<file path="config.mk">
export PLATFORM = sky130hd
export DESIGN_NAME = add8_seq_ctrl_flat
export DESIGN_NICKNAME = d
export VERILOG_FILES = /design/src/rtl/add8_seq_ctrl_pkg.sv /design/src/rtl/add8_seq_ctrl_if.sv /design/src/rtl/add8_seq_ctrl_add8.sv /design/src/rtl/add8_seq_ctrl.sv /design/src/flat_wrapper.sv
export SDC_FILE = /design/constraint.sdc
export NUM_CORES = 1
export LEC_CHECK = 0
export ABC_AREA = 1
export CORE_UTILIZATION = 51
export CTS_BUF_LIST = sky130_fd_sc_hd__clkbuf_16
export DETAILED_ROUTE_END_ITERATION = 8
export PLACE_DENSITY = 0.8
export SYNTH_ARGS = -nofsm -noshare
export SYNTH_HDL_FRONTEND = slang
export SYNTH_SLANG_ARGS = --single-unit
</file>
<file path="constraint.sdc">
create_clock -name clk -period 5.4 [get_ports clk]
set_input_delay 1.08 -clock clk [delete_from_list [all_inputs] [get_ports clk]]
set_output_delay 1.08 -clock clk [all_outputs]
set_load 0.01 [all_outputs]
</file>
<file path="src/rtl/add8_seq_ctrl_pkg.sv">
// Shared types and helpers for the multi-precision add/sub sequencer.
// State encodings are fixed; the unused code 2'd3 falls back to IDLE.
package add8_seq_ctrl_pkg;

    typedef enum logic [1:0] {
        S_IDLE = 2'd0,
        S_RUN  = 2'd1,
        S_DONE = 2'd2
    } state_t;

    // Byte index width, never narrower than one bit so NBYTES=1 still has a register.
    function automatic int idx_w(input int nbytes);
        return (nbytes > 1) ? $clog2(nbytes) : 1;
    endfunction

endpackage

</file>
<file path="src/rtl/add8_seq_ctrl_if.sv">
// Request/result bundle between the ALU control path and the add/sub sequencer.
// master drives the operation request; slave returns status and result.
interface add8_seq_ctrl_if #(parameter int NBYTES = 4);

    localparam int W = 8 * NBYTES;

    logic         start;
    logic         sub;
    logic [W-1:0] a;
    logic [W-1:0] b;
    logic         busy;
    logic         done;
    logic [W-1:0] result;
    logic         cout;
    logic         ovf;

    modport master (
        output start, sub, a, b,
        input  busy, done, result, cout, ovf
    );

    modport slave (
        input  start, sub, a, b,
        output busy, done, result, cout, ovf
    );

endinterface

</file>
<file path="src/rtl/add8_seq_ctrl_add8.sv">
// Shared 8-bit ripple-carry adder datapath.
// Latency: combinational. Backpressure: none.
// Pure function of its inputs; the sequencer is its only user.
module add8 (
    input  logic [7:0] a,
    input  logic [7:0] b,
    input  logic       cin,
    output logic [7:0] sum,
    output logic       cout
);

    logic [8:0] carry;

    always_comb begin
        carry[0] = cin;
        sum      = '0;
        for (int i = 0; i < 8; i++) begin
            sum[i]       = a[i] ^ b[i] ^ carry[i];
            carry[i + 1] = (a[i] & b[i]) | (carry[i] & (a[i] ^ b[i]));
        end
        cout = carry[8];
    end

endmodule

</file>
<file path="src/rtl/add8_seq_ctrl.sv">
// Multi-precision add/sub: streams NBYTES byte lanes LSB-first through one shared add8.
// Latency: accept at edge T -> done pulse in cycle T+NBYTES+1; one op per NBYTES+2 cycles.
// Backpressure: start is only honoured while busy=0; requests while busy are dropped.
module add8_seq_ctrl
    import add8_seq_ctrl_pkg::*;
#(
    parameter int NBYTES = 4
) (
    input  logic                 clk,
    input  logic                 rst_n,
    add8_seq_ctrl_if.slave       bus
);

    localparam int              W    = 8 * NBYTES;
    localparam int              IW   = idx_w(NBYTES);
    localparam logic [IW-1:0]   LAST = IW'(NBYTES - 1);

    state_t         state;
    logic [W-1:0]   a_q;
    logic [W-1:0]   b_q;       // already inverted for subtraction
    logic [IW-1:0]  idx;
    logic           carry;
    logic [W-1:0]   result_q;
    logic           busy_q;
    logic           done_q;
    logic           cout_q;
    logic           ovf_q;

    logic [7:0]     lane_sum;
    logic           lane_cout;

    add8 u_add8 (
        .a    (a_q[8*idx +: 8]),
        .b    (b_q[8*idx +: 8]),
        .cin  (carry),
        .sum  (lane_sum),
        .cout (lane_cout)
    );

    always_ff @(posedge clk) begin
        if (!rst_n) begin
            state    <= S_IDLE;
            a_q      <= '0;
            b_q      <= '0;
            idx      <= '0;
            carry    <= 1'b0;
            result_q <= '0;
            busy_q   <= 1'b0;
            done_q   <= 1'b0;
            cout_q   <= 1'b0;
            ovf_q    <= 1'b0;
        end else begin
            done_q <= 1'b0;
            case (state)
                S_IDLE: begin
                    if (bus.start) begin
                        a_q      <= bus.a;
                        b_q      <= bus.b ^ {W{bus.sub}};
                        carry    <= bus.sub;
                        idx      <= '0;
                        result_q <= '0;
                        cout_q   <= 1'b0;
                        ovf_q    <= 1'b0;
                        busy_q   <= 1'b1;
                        state    <= S_RUN;
                    end
                end
                S_RUN: begin
                    result_q[8*idx +: 8] <= lane_sum;
                    carry                <= lane_cout;
                    idx                  <= idx + 1'b1;
                    // Top lane: its sign bit decides signed overflow of the full word.
                    if (idx == LAST) begin
                        cout_q <= lane_cout;
                        ovf_q  <= (a_q[W-1] == b_q[W-1]) && (lane_sum[7] != a_q[W-1]);
                        done_q <= 1'b1;
                        state  <= S_DONE;
                    end
                end
                S_DONE: begin
                    busy_q <= 1'b0;
                    state  <= S_IDLE;
                end
                default: begin
                    busy_q <= 1'b0;
                    state  <= S_IDLE;
                end
            endcase
        end
    end

    assign bus.busy   = busy_q;
    assign bus.done   = done_q;
    assign bus.result = result_q;
    assign bus.cout   = cout_q;
    assign bus.ovf    = ovf_q;

endmodule

</file>
<file path="src/flat_wrapper.sv">
// flat-port wrapper written by rule: the top's interface ports become plain ports
module add8_seq_ctrl_flat import add8_seq_ctrl_pkg::*;
#(
    parameter int NBYTES = 4
)
  (clk, rst_n, bus_start, bus_sub, bus_a, bus_b, bus_busy, bus_done, bus_result, bus_cout, bus_ovf);
  add8_seq_ctrl_if #(.NBYTES(NBYTES)) bus_i ();
  input  logic clk;
  input  logic rst_n;
  input wire logic [$bits(bus_i.start)-1:0] bus_start;
  input wire logic [$bits(bus_i.sub)-1:0] bus_sub;
  input wire logic [$bits(bus_i.a)-1:0] bus_a;
  input wire logic [$bits(bus_i.b)-1:0] bus_b;
  output wire logic [$bits(bus_i.busy)-1:0] bus_busy;
  output wire logic [$bits(bus_i.done)-1:0] bus_done;
  output wire logic [$bits(bus_i.result)-1:0] bus_result;
  output wire logic [$bits(bus_i.cout)-1:0] bus_cout;
  output wire logic [$bits(bus_i.ovf)-1:0] bus_ovf;
  assign bus_i.start = bus_start;
  assign bus_i.sub = bus_sub;
  assign bus_i.a = bus_a;
  assign bus_i.b = bus_b;
  assign bus_busy = bus_i.busy;
  assign bus_done = bus_i.done;
  assign bus_result = bus_i.result;
  assign bus_cout = bus_i.cout;
  assign bus_ovf = bus_i.ovf;
  add8_seq_ctrl #(.NBYTES(NBYTES)) u_core (.clk(clk), .rst_n(rst_n), .bus(bus_i));
endmodule
</file>
==> results of run 1 <==
## area by class of cell
type	instances	share of cell area, %
Sequential cell	105	33.9
Inverter	26	1.57
Multi-Input combinational cell	474	39.7
Clock inverter	7	1.43
Timing Repair Buffer	108	17.2
Tap cell	129	2.60
Clock buffer	9	3.63
## metal layers
metal  GRT usage [%]  routed length, um  part of all wire, %  vias up
met5               0                  0                    0        -
met2            42.2               5860                   49      161
met4            4.68                104                 0.87        0
li1                -                  -                    -     2277
met1            33.8               5190                   43     2164
met3            5.71                833                  6.9       13
## sequential cells by signal, summed over array words and instances (netlist names)
register           cells
u_core.a_q            32
u_core.idx             2
u_core.bus.busy        1
u_core.bus.done        1
u_core.state           2
u_core.bus.cout        1
u_core.b_q            32
u_core.bus.result     32
u_core.bus.ovf         1
u_core.carry           1
## cell usage in the layout (no fill, tap or decap), types with 2 or more instances in the layout
cell type / instances
a21oi_1: 72
nand3_2: 3
nor2_2: 3
nor2_4: 2
inv_2: 3
clkdlybuf4s50_1: 102
xor2_1: 32
dfxtp_1: 105
nand2_1: 104
ha_1: 4
o22ai_1: 4
o21ai_0: 65
nor2_1: 108
buf_4: 5
fa_1: 8
o22a_1: 11
inv_6: 2
inv_1: 23
nand3_1: 47
nor3_1: 8
clkbuf_16: 9
## power by group through the flow
stage / clock (W) / sequential, W / combinational [W]
2_1_floorplan: 0 / 0.000857 / 0.000227
3_3_place_gp: 0 / 0.000871 / 0.000330
3_5_place_dp: 0 / 0.000870 / 0.000340
6_report: 0.000673 / 0.000853 / 0.000343
4_1_cts: 0.000676 / 0.000853 / 0.000342
5_1_grt: 0.000720 / 0.000858 / 0.000382
## cell usage after synthesis (all sizes together)
cell type / instances / area share (%)
fa: 8 / 3.3
nand3: 50 / 5.4
o22ai: 4 / 0.51
ha: 4 / 1.0
inv: 26 / 2.0
nor2: 113 / 9.1
o22a: 11 / 2.0
and2: 1 / 0.13
nor3: 8 / 0.82
buf: 28 / 3.6
xor2: 32 / 5.7
dfxtp: 105 / 43
clkbuf: 18 / 1.5
o21ai: 65 / 6.6
o21a: 1 / 0.15
nand2: 105 / 8.1
a21oi: 72 / 7.3
## stage by stage
stage | total power [W] | hold WS (ps)
after floorplan | 0.00108 | 424
after global placement | 0.00120 | 456
after detailed placement | 0.00121 | 456
after CTS | 0.00187 | 467
after global routing | 0.00196 | 482
final | 0.00187 | 464
## logic make-up after synthesis
logic type | Yosys count | share of synthesized area, %
and+or+nand+nor | 277 | 23.5
AOI/OAI and AO/OA | 153 | 16.6
DFF | 105 | 42.8
buffers and inverters | 72 | 7.06
xor gates and xnor gates | 32 | 5.71
adders and majority gates | 12 | 4.28
## worst paths after layout
check	to	slack, ps	cells after the start
worst max-delay path	u_core.bus.ovf	370	19
worst min-delay path	u_core.b_q[20]	460	2
worst max register to register	u_core.bus.ovf	370	19
worst min register to register	u_core.b_q[20]	460	2
## critical path, cell delays in order (launching register included)
cell and delay (ps):
dfxtp_1 570, inv_1 380, o21ai_0 130, o22a_1 220, fa_1 410, fa_1 410
fa_1 400, fa_1 400, fa_1 380, inv_1 80, fa_1 170, inv_1 50
fa_1 360, inv_1 80, fa_1 470, inv_1 80, nand2_1 60, nand2_1 80
nand3_1 70, a21oi_1 160
==> results.cfg, run 1 <==
[run_status]
outcome = complete, no violations

[power]
p_int_w = 0.00134
seq_power_share_pct = 45.6
ir_drop_uv = 171
switching_power_w = 0.000532
clkPwrFrac_pct = 36.0
power.density_mw_per_mm2 = 302
switching_share_pct = 28.4
leakagePower_nw = 2.34
combPwrFrac_pct = 18.3

[cts]
clockBufferDepth = 2
numCtsBuffers = 9
cts_hold_buf = 0
cts_setup_buffers = 0
tritoncts = yes
clock_sinks = 105
clock_latency_ps = 350
root_buffer = clkbuf_16
cts-htree-levels = 3
clk_pin_slew_ps = 70
post_cts_resized = 0

[timing]
fin_setup_tns_ps = 0
period_share_pct = 93.2
hold_viol = 0
max_slew.worst_pin.slew_ps = 1160
finalSetupViolations = 0
rsz0062_at_grt = no
fin_worst_skew_ps = 7.06
period_minus_slack_ps = 5030
setup_slack_ps = 367
slew_headroom_pct = 22.6
fmax_mhz = 199
slew_violations = 0

[route]
drt-total-wl_mm = 12.0
drt_iter0_drc = 243
ant_nets = 0
wire_per_inst_um = 14.0
vias_per_cell = 5.38
dr.pass1.iters = 5
drc = 0
num_vias = 4615

[placed_design]
dpl.hpwl_mm = 8.61
port-buffer-count = 103
gp_congestion = 0.874
postPlaceCellArea_sq_mm = 0.00588
post-place-ws_ps = 482
placed_cells = 842

[worst_setup_path]
worst-path-max-fanout = 28
critical_path_class = flip-flop to flip-flop
critPathLaunchType = flip-flop
arrival_ps = 5310
crit_start = u_core.idx[0]
cp.required_ps = 5680
r2r_start = u_core.idx[0]
end_kind = flip-flop

[final_layout]
fin_area_sq_mm = 0.00620
fillCellCount = 831
antennaDiodeCount = 0
area_delta_synth_final_pct = 26.3
final_util_pct = 66.8
multi_input_area_sq_mm = 0.00246
stdcell_count = 858
register_area_sq_mm = 0.00210
drive_gt1_share_pct = 4.66
final_nets = 804

[synth]
synth_seq_area_share_pct = 42.8
synthCells = 651
ys_seq_elements = 105
syn-cell-area_sq_mm = 0.00491
yosysWarnings = 0
syn_area_per_cell_sq_um = 7.54
synth_nets = 731
synth.distinct_cells = 27

[global_routing]
grt_max_degree = 102
antenna_found_initial = 0
overflow = 0
grt_use_total_pct = 25.2
grt_pass1_vias = 4236
grt_pass1_wl_mm = 19.9

[floorplanning]
dieArea_sq_mm = 0.0100
core_area_sq_mm = 0.00928
die_w_um = 100
rows = 35
start_util_pct = 52.9
pin_count = 104
die_h_um = 100

[worst_hold_path]
hold_path.class = flip-flop to flip-flop
min_from = u_core.b_q[20]

[flow_run]
maxCapViolCount = 0
(Power assumes the default switching activity.)
==> run 2, diff against run 1 <==
- SLEW_MARGIN: default -> 15
==> results of run 2 <==
Same layout as run 1: the final DEF is identical, and so are final timing and power.
